===== config.mk =====
export PLATFORM = sky130hd
export DESIGN_NAME = uart_fifo_buffer
export DESIGN_NICKNAME = d
export VERILOG_FILES = /design/src/rtl/uart_fifo_buffer_pkg.sv /design/src/rtl/uart_fifo_buffer_fifo_ctrl.sv /design/src/rtl/uart_fifo_buffer.sv
export SDC_FILE = /design/constraint.sdc
export NUM_CORES = 1
export LEC_CHECK = 0
export CAP_MARGIN = 25
export CORE_MARGIN = 4
export CORE_UTILIZATION = 50
export DETAILED_ROUTE_END_ITERATION = 10
export PLACE_DENSITY = 0.71
export SLEW_MARGIN = 20
export SYNTH_ARGS = -nofsm -noshare
export SYNTH_HDL_FRONTEND = slang
export SYNTH_SLANG_ARGS = --single-unit

===== constraint.sdc =====
create_clock -name i_clk -period 2.4 [get_ports i_clk]
set_input_delay 0.48 -clock i_clk [delete_from_list [all_inputs] [get_ports i_clk]]
set_output_delay 0.48 -clock i_clk [all_outputs]
set_load 0.05 [all_outputs]

===== src/rtl/uart_fifo_buffer_pkg.sv =====
// Widths and reset constants shared by the UART receiver, this FIFO and
// uart_alu_interface.
package uart_fifo_buffer_pkg;

    localparam int UART_DATA_WIDTH     = 8;
    localparam int UART_RX_FIFO_ADDR_W = 4;
    localparam int UART_TX_FIFO_ADDR_W = 2;

    localparam int   FIFO_PTR_RST_VAL  = 0;
    localparam logic FIFO_EMPTY_RST    = 1'b1;
    localparam logic FIFO_FULL_RST     = 1'b0;
    localparam logic FIFO_ERR_FLAG_RST = 1'b0;

    // Encoding is {write accepted, read accepted}.
    typedef enum logic [1:0] {
        FIFO_OP_IDLE  = 2'b00,
        FIFO_OP_READ  = 2'b01,
        FIFO_OP_WRITE = 2'b10,
        FIFO_OP_BOTH  = 2'b11
    } fifo_op_e;

    function automatic fifo_op_e fifo_op(input logic wr_en, input logic rd_en);
        return fifo_op_e'({wr_en, rd_en});
    endfunction

endpackage


===== src/rtl/uart_fifo_buffer_fifo_ctrl.sv =====
// Pointer, occupancy and flag control for uart_fifo_buffer.
// Optional sticky error flags under `UART_FIFO_ERR_FLAGS_EN.
module uart_fifo_buffer_fifo_ctrl
    import uart_fifo_buffer_pkg::*;
#(
    parameter int ADDR_WIDTH = UART_RX_FIFO_ADDR_W
) (
    input  logic                  i_clk,
    input  logic                  i_reset,
    input  logic                  i_wr,
    input  logic                  i_rd,
    output logic                  o_wr_en,
    output logic [ADDR_WIDTH-1:0] o_w_addr,
    output logic [ADDR_WIDTH-1:0] o_r_addr,
    output logic                  o_empty,
    output logic                  o_full,
`ifdef UART_FIFO_ERR_FLAGS_EN
    output logic                  o_overflow,
    output logic                  o_underflow,
`endif
    output logic [ADDR_WIDTH:0]   o_count
);

    localparam int CNT_W = ADDR_WIDTH + 1;
    localparam logic [ADDR_WIDTH-1:0] PTR_ONE = ADDR_WIDTH'(1'b1);
    localparam logic [CNT_W-1:0]      CNT_ONE = CNT_W'(1'b1);
    localparam logic [ADDR_WIDTH-1:0] PTR_RST = ADDR_WIDTH'(FIFO_PTR_RST_VAL);

    logic [ADDR_WIDTH-1:0] w_ptr_r;
    logic [ADDR_WIDTH-1:0] r_ptr_r;
    logic [CNT_W-1:0]      count_r;
    logic                  empty_r;
    logic                  full_r;

    logic                  wr_en_s;
    logic                  rd_en_s;
    fifo_op_e              op_s;
    logic [ADDR_WIDTH-1:0] w_ptr_nxt_s;
    logic [ADDR_WIDTH-1:0] r_ptr_nxt_s;
    logic [CNT_W-1:0]      count_nxt_s;
    logic                  empty_nxt_s;
    logic                  full_nxt_s;

    // A full FIFO still accepts a write when a pop frees a slot in the same cycle.
    assign wr_en_s = i_wr & (~full_r | i_rd);
    assign rd_en_s = i_rd & ~empty_r;
    assign op_s    = fifo_op(wr_en_s, rd_en_s);

    // Next-state pointers, occupancy and flags.
    always_comb begin
        w_ptr_nxt_s = w_ptr_r;
        r_ptr_nxt_s = r_ptr_r;
        count_nxt_s = count_r;
        empty_nxt_s = empty_r;
        full_nxt_s  = full_r;
        case (op_s)
            FIFO_OP_WRITE: begin
                w_ptr_nxt_s = w_ptr_r + PTR_ONE;
                count_nxt_s = count_r + CNT_ONE;
                empty_nxt_s = 1'b0;
                full_nxt_s  = (w_ptr_nxt_s == r_ptr_r);
            end
            FIFO_OP_READ: begin
                r_ptr_nxt_s = r_ptr_r + PTR_ONE;
                count_nxt_s = count_r - CNT_ONE;
                full_nxt_s  = 1'b0;
                empty_nxt_s = (r_ptr_nxt_s == w_ptr_r);
            end
            FIFO_OP_BOTH: begin
                w_ptr_nxt_s = w_ptr_r + PTR_ONE;
                r_ptr_nxt_s = r_ptr_r + PTR_ONE;
            end
            FIFO_OP_IDLE: begin
                w_ptr_nxt_s = w_ptr_r;
            end
            default: begin
                w_ptr_nxt_s = w_ptr_r;
            end
        endcase
    end

    // State registers; reset wins over any concurrent request.
    always_ff @(posedge i_clk) begin
        if (i_reset) begin
            w_ptr_r <= PTR_RST;
            r_ptr_r <= PTR_RST;
            count_r <= CNT_W'(FIFO_PTR_RST_VAL);
            empty_r <= FIFO_EMPTY_RST;
            full_r  <= FIFO_FULL_RST;
        end else begin
            w_ptr_r <= w_ptr_nxt_s;
            r_ptr_r <= r_ptr_nxt_s;
            count_r <= count_nxt_s;
            empty_r <= empty_nxt_s;
            full_r  <= full_nxt_s;
        end
    end

`ifdef UART_FIFO_ERR_FLAGS_EN
    logic overflow_r;
    logic underflow_r;

    // Sticky error flags recording dropped writes and ignored reads.
    always_ff @(posedge i_clk) begin
        if (i_reset) begin
            overflow_r  <= FIFO_ERR_FLAG_RST;
            underflow_r <= FIFO_ERR_FLAG_RST;
        end else begin
            overflow_r  <= overflow_r  | (i_wr & full_r & ~i_rd);
            underflow_r <= underflow_r | (i_rd & empty_r & ~i_wr);
        end
    end

    assign o_overflow  = overflow_r;
    assign o_underflow = underflow_r;
`endif

    assign o_wr_en  = wr_en_s;
    assign o_w_addr = w_ptr_r;
    assign o_r_addr = r_ptr_r;
    assign o_empty  = empty_r;
    assign o_full   = full_r;
    assign o_count  = count_r;

endmodule


===== src/rtl/uart_fifo_buffer.sv =====
// First-word-fall-through byte FIFO between the UART and the ALU interface.
// Define UART_FIFO_ERR_FLAGS_EN to add sticky o_overflow/o_underflow outputs.
module uart_fifo_buffer
    import uart_fifo_buffer_pkg::*;
#(
    parameter int DATA_WIDTH = UART_DATA_WIDTH,
    parameter int ADDR_WIDTH = UART_RX_FIFO_ADDR_W
) (
    input  logic                  i_clk,
    input  logic                  i_reset,
    input  logic                  i_wr,
    input  logic [DATA_WIDTH-1:0] i_w_data,
    input  logic                  i_rd,
    output logic [DATA_WIDTH-1:0] o_r_data,
    output logic                  o_empty,
    output logic                  o_full,
`ifdef UART_FIFO_ERR_FLAGS_EN
    output logic                  o_overflow,
    output logic                  o_underflow,
`endif
    output logic [ADDR_WIDTH:0]   o_count
);

    localparam int DEPTH = 1 << ADDR_WIDTH;

    logic [DATA_WIDTH-1:0] mem_r [DEPTH];
    logic                  wr_en_s;
    logic [ADDR_WIDTH-1:0] w_addr_s;
    logic [ADDR_WIDTH-1:0] r_addr_s;

    uart_fifo_buffer_fifo_ctrl #(
        .ADDR_WIDTH (ADDR_WIDTH)
    ) u_fifo_ctrl (
        .i_clk       (i_clk),
        .i_reset     (i_reset),
        .i_wr        (i_wr),
        .i_rd        (i_rd),
        .o_wr_en     (wr_en_s),
        .o_w_addr    (w_addr_s),
        .o_r_addr    (r_addr_s),
        .o_empty     (o_empty),
        .o_full      (o_full),
`ifdef UART_FIFO_ERR_FLAGS_EN
        .o_overflow  (o_overflow),
        .o_underflow (o_underflow),
`endif
        .o_count     (o_count)
    );

    // Storage array; deliberately not reset.
    always_ff @(posedge i_clk) begin
        if (wr_en_s) begin
            mem_r[w_addr_s] <= i_w_data;
        end
    end

    // Head word falls through combinationally so a reader sees it without a pop.
    assign o_r_data = mem_r[r_addr_s];

endmodule


# ---- After elaboration in Yosys (flattened, before gate mapping)
# Memories as Yosys holds them, arrays and structs flattened. A register that Yosys moved wholly into a read port is not among the register bits.
# Index checks and enable logic that the tools add are counted.
dict set report word_totals {
  mem_bits_rw 128
  register_bits 15
  latchBits 0
  elab_cells 30
  output_inout_bits 15
  memories 1
  mem_bits_ro 0
  in_bits 12
}
dict set report classes {
  n_reduce_logical 3
  n_eq_ne 5
  n_addsub 4
  bitwise 5
  muxes 7
  multipliers 0
  magnitude_cmp 0
  div 0
  n_shift 0
}
# name words width read_ports rd_ports_with_merged_regs write_ports line_no
set memory_table {}
lappend memory_table {mem_r 16 8 1 1 1 uart_fifo_buffer.sv:26} ;# logic [DATA_WIDTH-1:0] mem_r [DEPTH];
# cell n
set op_table {}
lappend op_table {{$pmux 5 s2} 1}
lappend op_table {{$add 4x1->4 const B} 2}
lappend op_table {{$eq 4x4->1} 2}
lappend op_table {{$mux 4} 2}
lappend op_table {{$add 5x1->5 const B} 1}
lappend op_table {{$sub 5x1->5 const B} 1}
lappend op_table {{$eq 2x2->1 const B} 2}
lappend op_table {{$pmux 1 s2} 2}
lappend op_table {{$reduce_or 2->1} 2}
lappend op_table {{$and 1x1->1} 2}
lappend op_table {{$eq 2x1->1 const B} 1}
lappend op_table {{$mux 1} 2}
lappend op_table {{$not 1->1} 2}
lappend op_table {{$reduce_bool 2->1} 1}
lappend op_table {{$or 1x1->1} 1}

# ---- Depth between registers and ports, before layout
dict set report logic_depth {
  ltp_word 7
  ltp_mapped 11
  ltp_nobuf 10
}

# ---- Cells and area by module
# From an unflattened synthesis, not the netlist that was laid out.
dict set report hier_totals {
  cells_unflattened 327
  hier_area_um2 5915.7
}
# mod n_inst area_each_um2 cells_each seq_area_each_um2
set by_module_without_submodules {}
lappend by_module_without_submodules {uart_fifo_buffer 1 4987.3 221 3843.7}
lappend by_module_without_submodules {uart_fifo_buffer_fifo_ctrl 1 928.4 106 300.3}

# ---- Worst setup path after synthesis
# No wires, ideal clock.
dict set report synth_path {
  kind {register -> register}
  start {register u_fifo_ctrl.full_r (netlist: u_fifo_ctrl.o_full)}
  end {register u_fifo_ctrl.count_r[4] (netlist: u_fifo_ctrl.o_count[4])}
  synth_period_minus_slack_ns 2.498
  path_buffers 1
  arrival_time_ns 2.377
  path_stages_with_launch 11
  t_required_ns 2.279
  slack_ns -0.098
  setup_time_ns 0.121
  cell_sequence {dfxtp_1 a21boi_1 inv_1 ha_1 buf_2 xor2_1 ha_1 nor3_1 o211ai_1 o31ai_1 mux2_2}
}
dict set report synth_via {
  elab_chain_cells 5
  elab_cells_between_ends 7
  classes_between {eq/ne: 2; mux: 1; bitwise: 3; reduce/logical: 1}
}
# element line_no
set synth_rtl {}
lappend synth_rtl {{start, declared} uart_fifo_buffer_fifo_ctrl.sv:33} ;# logic full_r;
lappend synth_rtl {{start signal, assigned} uart_fifo_buffer_fifo_ctrl.sv:95} ;# full_r <= full_nxt_s;
lappend synth_rtl {{$not 1->1 (*)} uart_fifo_buffer_fifo_ctrl.sv:45} ;# assign wr_en_s = i_wr & (~full_r | i_rd);
lappend synth_rtl {{$or 1x1->1 (*)} uart_fifo_buffer_fifo_ctrl.sv:45}
lappend synth_rtl {{$and 1x1->1 (*)} uart_fifo_buffer_fifo_ctrl.sv:45}
lappend synth_rtl {{$eq 2x1->1 / $eq 2x2->1 (equally long branches)} uart_fifo_buffer_fifo_ctrl.sv:56} ;# case (op_s)
lappend synth_rtl {{$pmux 5 s2 / $reduce_bool 2->1 (equally long branches)} -}
lappend synth_rtl {{end signal, assigned} uart_fifo_buffer_fifo_ctrl.sv:87} ;# count_r <= CNT_W'(FIFO_PTR_RST_VAL);
lappend synth_rtl {{end signal, assigned} uart_fifo_buffer_fifo_ctrl.sv:93} ;# count_r <= count_nxt_s;
lappend synth_rtl {{end, declared} uart_fifo_buffer_fifo_ctrl.sv:31} ;# logic [CNT_W-1:0] count_r;
# Every way passes the cells marked *; elsewhere a longest branch is shown, timed or not.
# A chain may end at the register's enable or synchronous reset.

==> metrics <==
GR peak layer=met2; worst r2r src=u_fifo_ctrl.o_full; worst r2r path cells=9; Synth Flop Type=edfxtp_1; register area share after synthesis=a little over two thirds; fin. max-slew vios=0; Post-route DRC=0; die area=between 0.01 and 0.015 mm2; Yosys warnings=0; WS Path Type=reg2out; grt met1 use=between 20% and 30%; ant diodes=0; chip height=roughly 120 um; cell breakdown of the critical path=buf_12, mux4_1, a22oi_2, nand2_1, buf_6; Starting Density=about half; number of synthesized flops with an enable pin=between 100 and 150; count leader, synth=edfxtp_1; # port buffers=26; reg2reg end=u_fifo_ctrl.o_count[4]; hold slack final=just over 500 ps; Worst Path Max Fanout=9; crit path launch type=flip-flop; Inserted Clock Buffers=17; Final Cycle Share=105%; initial antenna violation count=0; final net count=428; final count of negative-setup-slack endpoints=8; row count=39; slowest stage delay, CP=just under 600 ps; Detailed Route Iter0 Violations=approximately 240; total number of vias=3190; number of nets still failing antenna checks after routing=0; DR pass1 iterations=4; Worst-Margin Slew=approximately 550 ps; CTS hold repair buffers=0; Max Freq=between 0.3 and 0.4 GHz; max cap viols=0; Setup Skew=about 9 ps; relative slew slack=between 60% and 70%; root buf cell=clkbuf_16; Leakage Power=2.54 nW; routed vias/inst=5.69; top post-synthesis cells by area=edfxtp_1 (64%), mux4_2 (6.8%), dfxtp_1 (6.3%); crit path DAT=2040 ps; P per Cell Area=about 890 mW/mm2; failing checks=negative setup slack; largest net degree at the start of global routing=33; Avg WL per Cell=just over 20 um; vias in the first global route=about 3300; async set-reset flop share out of synthesis=0%; Req. time, crit path=1920 ps; post-route core utilization=64.4%; Detailed Place HPWL=between 6000 and 7000 um; layout cell share with drive strength beyond 1=between 20% and 30%; # clock sinks=about 150; syn nets=between 300 and 400; Slowest cell on crit path=mux4_1; Post-synth top cells=edfxtp_1 (128), nor2_1 (25), dfxtp_1 (19), nand2_1 (19), mux4_2 (18); cell taking the most area after synthesis=edfxtp_1; H-tree Lvls=4; Post-Syn Instances=338; RSZ-0062 raised after global routing=yes; Placer Congestion=around 0.77; Die X=roughly 120 um; global route overflow=0; area share of the largest cell type after synthesis=roughly 64%; PnR worst setup slack=-117 ps; syn avg cell area=about 18 um2; total wire length=11600 um; M2 GR Usage=approximately 29%; HP Class=reg2reg; count of cell types in the netlist=37; CP endpoint kind=output pin; Layout area overhead=23.9%; core area=between 0.01 and 0.015 mm2; worst vdd ir=0.493 mV; IO Count=27; pre-CTS setup slack=-310 ps; CP Capture Point=o_r_data[0]; status=complete, but fails checks; first-pass GRT wire length=between 15000 and 20000 um; Mapped Area=~0.006 mm2; Synth Register Bits=between 100 and 150; Worst-path clk slew=60 ps; met3 Use GR=around 4.6%; CTS tree=built; Final Hold Vio Count=0; GRT Total Usage=17.5%; minimum clock period=roughly 2500 ps; Skew-Pair Late Insertion Delay=just over 400 ps; internal reg-to-reg setup slack=440 ps; CTS Buffer Depth=2
## where the power goes
part           total [mW]  internal [mW]  switching (mW)
logic               0.715          0.316           0.398
registers            2.90           2.85          0.0492
clock network        3.02           2.05           0.979
## registers in the layout (all words and copies together), names as in the netlist, named ones only
register	flops
mem_r	128
u_fifo_ctrl.o_count	5
u_fifo_ctrl.o_r_addr	4
u_fifo_ctrl.o_w_addr	4
u_fifo_ctrl.o_empty	1
u_fifo_ctrl.o_full	1
## cell usage in the layout, fill, tap and decap left out, types with 3 or more instances in the layout
cell type        instances
buf_12                   5
xnor2_1                  6
edfxtp_1               128
dfxtp_1                 17
buf_6                   10
clkinvlp_4               3
xor2_1                  11
ha_1                    10
mux4_1                   7
buf_4                   32
clkdlybuf4s50_1         18
clkbuf_16               17
a21oi_1                  8
a22oi_1                  3
o21ai_0                  8
inv_1                    6
nor2_1                  25
nor3_1                   7
bufinv_16                7
or3_1                    3
nand2b_1                 3
a22oi_2                 13
nand2_1                 17
clkinv_1                 3
mux4_2                  25
## repair_timing
action / in CTS / in global routing
cloned: 1 / 0
pin swaps: 6 / 4
setup buffers: 4 / 3
resized for setup: 25 / 10
setup endpoints to repair: 8 / 9
## per-layer routing
layer  wire length (um)  part of all wire (%)
met5                  0                     0
met4                256                   2.2
met3                563                   4.9
met2               6040                    52
met1               4730                    41
## area by class of cell
type / count / area (um2)
clock buffers: 17 / 425
clock inverters: 15 / 262
fillers: 779 / 4120
inverters: 6 / 22.5
multi-input cells: 168 / 1690
flip-flops and latches: 147 / 4230
well taps: 143 / 179
repair buffers: 65 / 633
## worst max-delay path: cells and delay by family, from the launching register on
family	cells	cell delay, ps
muxes	1	580
DFF	1	410
buffers and inverters	2	320
AOI/OAI and AO/OA	1	200
and+or+nand+nor	1	110
## kinds of logic after synthesis
| logic type | after synthesis | share of synthesized area, % |
|---|---|---|
| flip-flops | 147 | 70.3 |
| AND/OR/NAND/NOR | 68 | 5.25 |
| XOR/XNOR | 17 | 2.48 |
| adder cells (fa/ha/maj) | 11 | 2.29 |
| buffers and inverters | 23 | 2.33 |
| AO/OA/AOI/OAI | 38 | 4.08 |
| multiplexers | 34 | 13.2 |
## stage by stage
stage / instance area [um2] / total power [mW] / setup TNS (ps) / std cells
6_report: 7440 / 6.63 / -649 / 561
5_1_grt: 7440 / 6.86 / -1180 / 561
3_3_place_gp: 6590 / 3.58 / -420 / 522
3_5_place_dp: 6590 / 3.60 / -672 / 522
2_1_floorplan: 6010 / 3.37 / 0 / 338
4_1_cts: 7410 / 6.67 / -1050 / 559
## worst min-delay path by stage
stage                                       start             endpoint  slack (ps)  depth (start not counted)
after CTS                      u_fifo_ctrl.o_full   u_fifo_ctrl.o_full         510                          2
after global placement        u_fifo_ctrl.o_empty  u_fifo_ctrl.o_empty         470                          2
after global routing           u_fifo_ctrl.o_full   u_fifo_ctrl.o_full         530                          2
after floorplan           u_fifo_ctrl.o_r_addr[3]            flip-flop         480                          2
after detailed placement      u_fifo_ctrl.o_empty  u_fifo_ctrl.o_empty         490                          2
final                          u_fifo_ctrl.o_full   u_fifo_ctrl.o_full         500                          2
(Power assumes the default switching activity.)
